`src/rtl/puf_uart_streamer.sv`:
```
// Snapshots the 128-bit PUF response on a rising done flag and sends it as 16 UART 8N1
// frames, most significant byte first; the last capture can be resent on request.
module puf_uart_streamer #(
    parameter int CLKS_PER_BIT = 868
) (
    input  logic         clk,
    input  logic         rst,
    input  logic [127:0] puf_out,
    input  logic         puf_done,
    input  logic         send_again,
    output logic         tx,
    output logic         busy,
    output logic         tx_done,
    output logic [4:0]   byte_idx,
    output logic         has_data
);

    localparam logic [1:0]  S_IDLE    = 2'd0;
    localparam logic [1:0]  S_START   = 2'd1;
    localparam logic [1:0]  S_DATA    = 2'd2;
    localparam logic [1:0]  S_STOP    = 2'd3;
    localparam logic [15:0] BAUD_LAST = 16'(CLKS_PER_BIT - 1);

    logic [1:0]   state;
    logic [15:0]  baud_cnt;
    logic [2:0]   bit_idx;
    logic [127:0] shadow;
    logic         puf_done_d;
    logic         rise;
    logic         bit_end;
    logic [7:0]   cur_byte;

    // Byte k lives at shadow[8*(15-k) +: 8]; 15-k is the 4-bit complement of k.
    always_comb begin
        rise     = puf_done & ~puf_done_d;
        bit_end  = (baud_cnt == BAUD_LAST);
        cur_byte = shadow[{~byte_idx[3:0], 3'b000} +: 8];
    end

    // Frame sequencer: every tx change is registered on the edge that starts the new bit.
    always_ff @(posedge clk) begin
        if (rst) begin
            state      <= S_IDLE;
            baud_cnt   <= 16'd0;
            bit_idx    <= 3'd0;
            shadow     <= 128'd0;
            puf_done_d <= 1'b0;
            tx         <= 1'b1;
            busy       <= 1'b0;
            tx_done    <= 1'b0;
            byte_idx   <= 5'd0;
            has_data   <= 1'b0;
        end else begin
            puf_done_d <= puf_done;
            tx_done    <= 1'b0;
            case (state)
                S_IDLE: begin
                    tx       <= 1'b1;
                    baud_cnt <= 16'd0;
                    bit_idx  <= 3'd0;
                    if (rise) begin
                        shadow   <= puf_out;
                        has_data <= 1'b1;
                        byte_idx <= 5'd0;
                        busy     <= 1'b1;
                        tx       <= 1'b0;
                        state    <= S_START;
                    end else if (send_again && has_data) begin
                        byte_idx <= 5'd0;
                        busy     <= 1'b1;
                        tx       <= 1'b0;
                        state    <= S_START;
                    end
                end
                S_START: begin
                    if (bit_end) begin
                        baud_cnt <= 16'd0;
                        bit_idx  <= 3'd0;
                        tx       <= cur_byte[0];
                        state    <= S_DATA;
                    end else begin
                        baud_cnt <= baud_cnt + 16'd1;
                    end
                end
                S_DATA: begin
                    if (bit_end) begin
                        baud_cnt <= 16'd0;
                        if (bit_idx == 3'd7) begin
                            tx    <= 1'b1;
                            state <= S_STOP;
                        end else begin
                            bit_idx <= bit_idx + 3'd1;
                            tx      <= cur_byte[bit_idx + 3'd1];
                        end
                    end else begin
                        baud_cnt <= baud_cnt + 16'd1;
                    end
                end
                S_STOP: begin
                    if (bit_end) begin
                        baud_cnt <= 16'd0;
                        if (byte_idx == 5'd15) begin
                            byte_idx <= 5'd16;
                            busy     <= 1'b0;
                            tx_done  <= 1'b1;
                            state    <= S_IDLE;
                        end else begin
                            // Back-to-back frames: next start bit begins on this edge.
                            byte_idx <= byte_idx + 5'd1;
                            tx       <= 1'b0;
                            state    <= S_START;
                        end
                    end else begin
                        baud_cnt <= baud_cnt + 16'd1;
                    end
                end
                default: begin
                    state <= S_IDLE;
                    tx    <= 1'b1;
                    busy  <= 1'b0;
                end
            endcase
        end
    end

endmodule
```
`config.mk`:
```
export PLATFORM = sky130hd
export DESIGN_NAME = puf_uart_streamer
export DESIGN_NICKNAME = d
export VERILOG_FILES = /design/src/rtl/puf_uart_streamer.sv
export SDC_FILE = /design/constraint.sdc
export NUM_CORES = 1
export LEC_CHECK = 0
export BUFFER_PORTS_ARGS = -buffer_cell sky130_fd_sc_hd__buf_4
export CAP_MARGIN = 20
export CORE_AREA = 8 8 104 177
export DETAILED_ROUTE_END_ITERATION = 16
export DIE_AREA = 0 0 112 185
export HOLD_SLACK_MARGIN = 0.02
export PLACE_DENSITY = 0.66
export SYNTH_ARGS = -nofsm -noshare
export SYNTH_HDL_FRONTEND = slang
export SYNTH_SLANG_ARGS = --single-unit
export TNS_END_PERCENT = 50
```
`constraint.sdc`:
```
create_clock -name clk -period 3.2 [get_ports clk]
set_clock_uncertainty 0.05 [all_clocks]
set_input_delay 0.32 -clock clk [delete_from_list [all_inputs] [get_ports clk]]
set_output_delay 0.32 -clock clk [all_outputs]
set_load 0.02 [all_outputs]
```
==> results.md <==
- DRT Pass-1 Iters: 5
- Ports: 141
- Port Buffer Count: 140
- # fillers: 1,559
- R2R setup slack: 0.60 ns
- Max-slew violation count: 0
- Maximum vdd ir drop: 0.0004405 V
- Share of layout cells above drive strength 1: 23.45%
- Initial drt markers: 284
- Status: finished, final reports clean
- H-Tree Depth: 4
- Simple-gate share of the synthesized area: 22.27%
- Reg area: 3186 um^2
- First-pass GRT wire length: 31,310 um
- Slew headroom: 56.11%
- Worst Setup EP: tx
- Layout Nets: 1,096
- Post-CTS sizing: 0
- Post-synth cell types: 52
- Clk_lat worst skew: 0.42 ns
- Final cell count without fillers: 1,160
- Multi-input gate area: 3555 um^2
- Hold WC Path Type: in2reg
- Post-DP Area: 8204 um^2
- Leakage: 3.347 nW
- Via count: 6,143
- HPWL Detailed: 14,860 um
- CTS tree: built
- Total grt overflow: 0
- Core Area: 16,140 um^2
- GRT Total Usage: 19.16%
- Die X: 112 um
- Setup Fix Bufs, Post-CTS: 0
- Post-Syn Area: 7012 um^2
- Synth warn: 0
- Final total power: 0.005744 W
- Post-synthesis sequential area ratio: 45.40%
- Post-DRT Antenna Nets: 0
- Clk buf depth: 2
- Main combinational cell family by area after synthesis: simple AND/OR/NAND/NOR gates
- Element type at the critical path start: flip-flop
- Final hold violations: 0
- Final setup fails: 0
- Critical Path Start: byte_idx[2]
- Initial antenna violation count: 0
- Final Routed Wirelength: 19,960 um
- Initial Util: 43.46%
- Die Ht: 185 um
- DRC Markers: 0
- # rows: 62
- Fmax: 384.4 MHz
- Die ar.: 20,720 um^2
- Top_reg_cell synth: dfxtp_1
- Via/cell ratio: 5.296
- Crit Path Max Fanout: 13
- CTS Root Cell: clkbuf_16
- Setup_tns: 0 ns
- Maxcap violations: 0
- Final Cell Area: 8776 um^2
- Final period util: 81.29%
- Async SR Flop Fraction: 0%
- Worst hold start: puf_done
- Post-Synthesis Net Count: 986
- CTS Buf Count: 17
- CTS Sinks: 159
- Hold depth: 2
- Unrepaired setup endpoints after global routing: false
- Post-synthesis mux area share: 11.31%
- Post-Place Cells: 1,128
- Post-synth EDFFs: 0
- Vias in the first global route: 6,154
- Critical Path End Type: flip-flop
- Post-synthesis register bit count: 159
- Synth Area in Adders: 1.606%
- Worst setup path class: reg2reg
- Req. time, crit path: 3.45 ns
- Cells after Synth: 845
- Cts hold-fix bufs: 0
- Avg Inst Size Synth: 8.298 um^2
- Fin crit period: 2.601 ns
- Area Growth Syn to Fin: 25.16%
- Synth Area in Compound Gates: 13.62%
- Worst Reg-to-Reg Cells: 7
- Largest net degree at the start of global routing: 104
- Critical R2R Launch: byte_idx[2]
- Diode count: 0
- Clock-pin slew on the worst setup and hold paths: 0.06 ns
- Synth Area in XOR/XNOR: 1.749%
- Reg2reg end: tx
- Worst slew pin tran: 0.6574 ns
- GP Congestion: 0.9488
- Mean routed wirelength per cell: 17.21 um
- Crit path DAT: 2.85 ns
- Pwr per Cell Area: 654.6 nW/um^2
[cells in the final DEF (no fill, tap or decap), types with 4 or more instances in the layout]
cell type | netlist | layout
inv_1 | 12 | 12
a21oi_1 | 141 | 141
mux2i_1 | 14 | 14
nand3_1 | 16 | 16
inv_6 | 0 | 4
xor2_1 | 10 | 10
nor2b_1 | 6 | 6
buf_4 | 0 | 149
nor2_1 | 36 | 35
mux4_2 | 26 | 26
clkbuf_16 | 0 | 17
xnor2_1 | 4 | 4
ha_1 | 9 | 9
nor3_1 | 4 | 4
mux2_2 | 6 | 6
clkinv_4 | 0 | 5
nand2b_1 | 6 | 6
o21ai_0 | 6 | 6
dfxtp_1 | 159 | 157
nand2_1 | 275 | 275
[sequential cells by signal (all words and copies together) (netlist names)]
register	flops
has_data	1
tx_done	1
bit_idx	3
tx	1
byte_idx	5
baud_cnt	16
shadow	128
state	2
busy	1
puf_done_d	1
[cells in the mapped netlist (all sizes together), types with 2 or more instances]
library cell  count  area share, %
a2111oi           3           0.37
a21oi           141             10
a22oi             3           0.32
a2bb2oi           2           0.25
a31oi             3           0.27
and2              3           0.27
and3              4           0.43
buf              13           0.84
clkbuf           48            2.6
dfxtp           159             45
ha                9            1.6
inv              12           0.64
mux2              6           0.96
mux2i            14            2.0
mux4             26            8.4
nand2           275             15
nand2b            6           0.54
nand3            16            1.1
nand3b            3           0.32
nand4             3           0.27
nor2             37            2.0
nor2b             6           0.54
nor3              4           0.29
nor4              3           0.48
o2111ai           2           0.25
o21ai             7           0.66
o311ai            2           0.25
or2               2           0.18
or4               3           0.32
xnor2             4           0.50
xor2             10            1.2
[per-layer routing]
metal	share of wire [%]	track usage [%]	up-vias
li1	-	-	3088
met1	38	20.13	2875
met2	54	35.29	146
met3	3.6	3.722	34
met4	3.8	10.48	0
met5	0	0	-
[worst min path at each step]
stage	endpoint
global route	puf_done_d
floorplan	baud_cnt[0]
finish	puf_done_d
detailed placement	shadow[19]
global placement	shadow[46]
CTS	puf_done_d
[where the power goes]
| part | total (W) | switching (W) | internal [W] | leakage, nW |
|---|---|---|---|---|
| logic | 0.00137 | 0.000820 | 0.000548 | 1.77 |
| clock network | 0.00194 | 0.000839 | 0.00111 | 0.275 |
| registers | 0.00243 | 0.000179 | 0.00225 | 1.30 |
[area by class of cell]
class,instances,share of cell area [%]
clock inverters,13,1.468
clock buffers,19,5.047
inverters,12,0.5133
repair buffers,152,13.43
flip-flops and latches,159,36.30
well taps,192,2.737
multi-input cells,613,40.50
[cell families (layout without fill, tap and decap cells)]
kind of cell | count (synthesis) | after routing
compound gates | 173 | 173
flops | 159 | 159
xor+xnor | 14 | 14
simple gates | 371 | 371
mux | 46 | 46
fa+ha+maj | 9 | 9
buf+inv | 73 | 196
[through the flow]
stage,setup WS [ns],utilization (%),hold slack (ns)
6_report,0.5989,54.39,0.08015
5_1_grt,0.4437,54.39,0.06400
4_1_cts,0.6146,54.39,0.06575
3_5_place_dp,0.6446,50.85,0.3952
3_3_place_gp,0.6863,50.85,0.3897
2_1_floorplan,0.6831,-,0.3802
[worst max-delay path, cell delays in order, from the launching register on]
cell and delay (ns):
dfxtp_1 0.74, buf_4 0.30, nor2_1 0.09, a221oi_1 0.32, a21oi_1 0.07, a2111oi_0 0.44, nor4_1 0.12, o32a_1 0.35
Power figures use the tool's default switching activity.
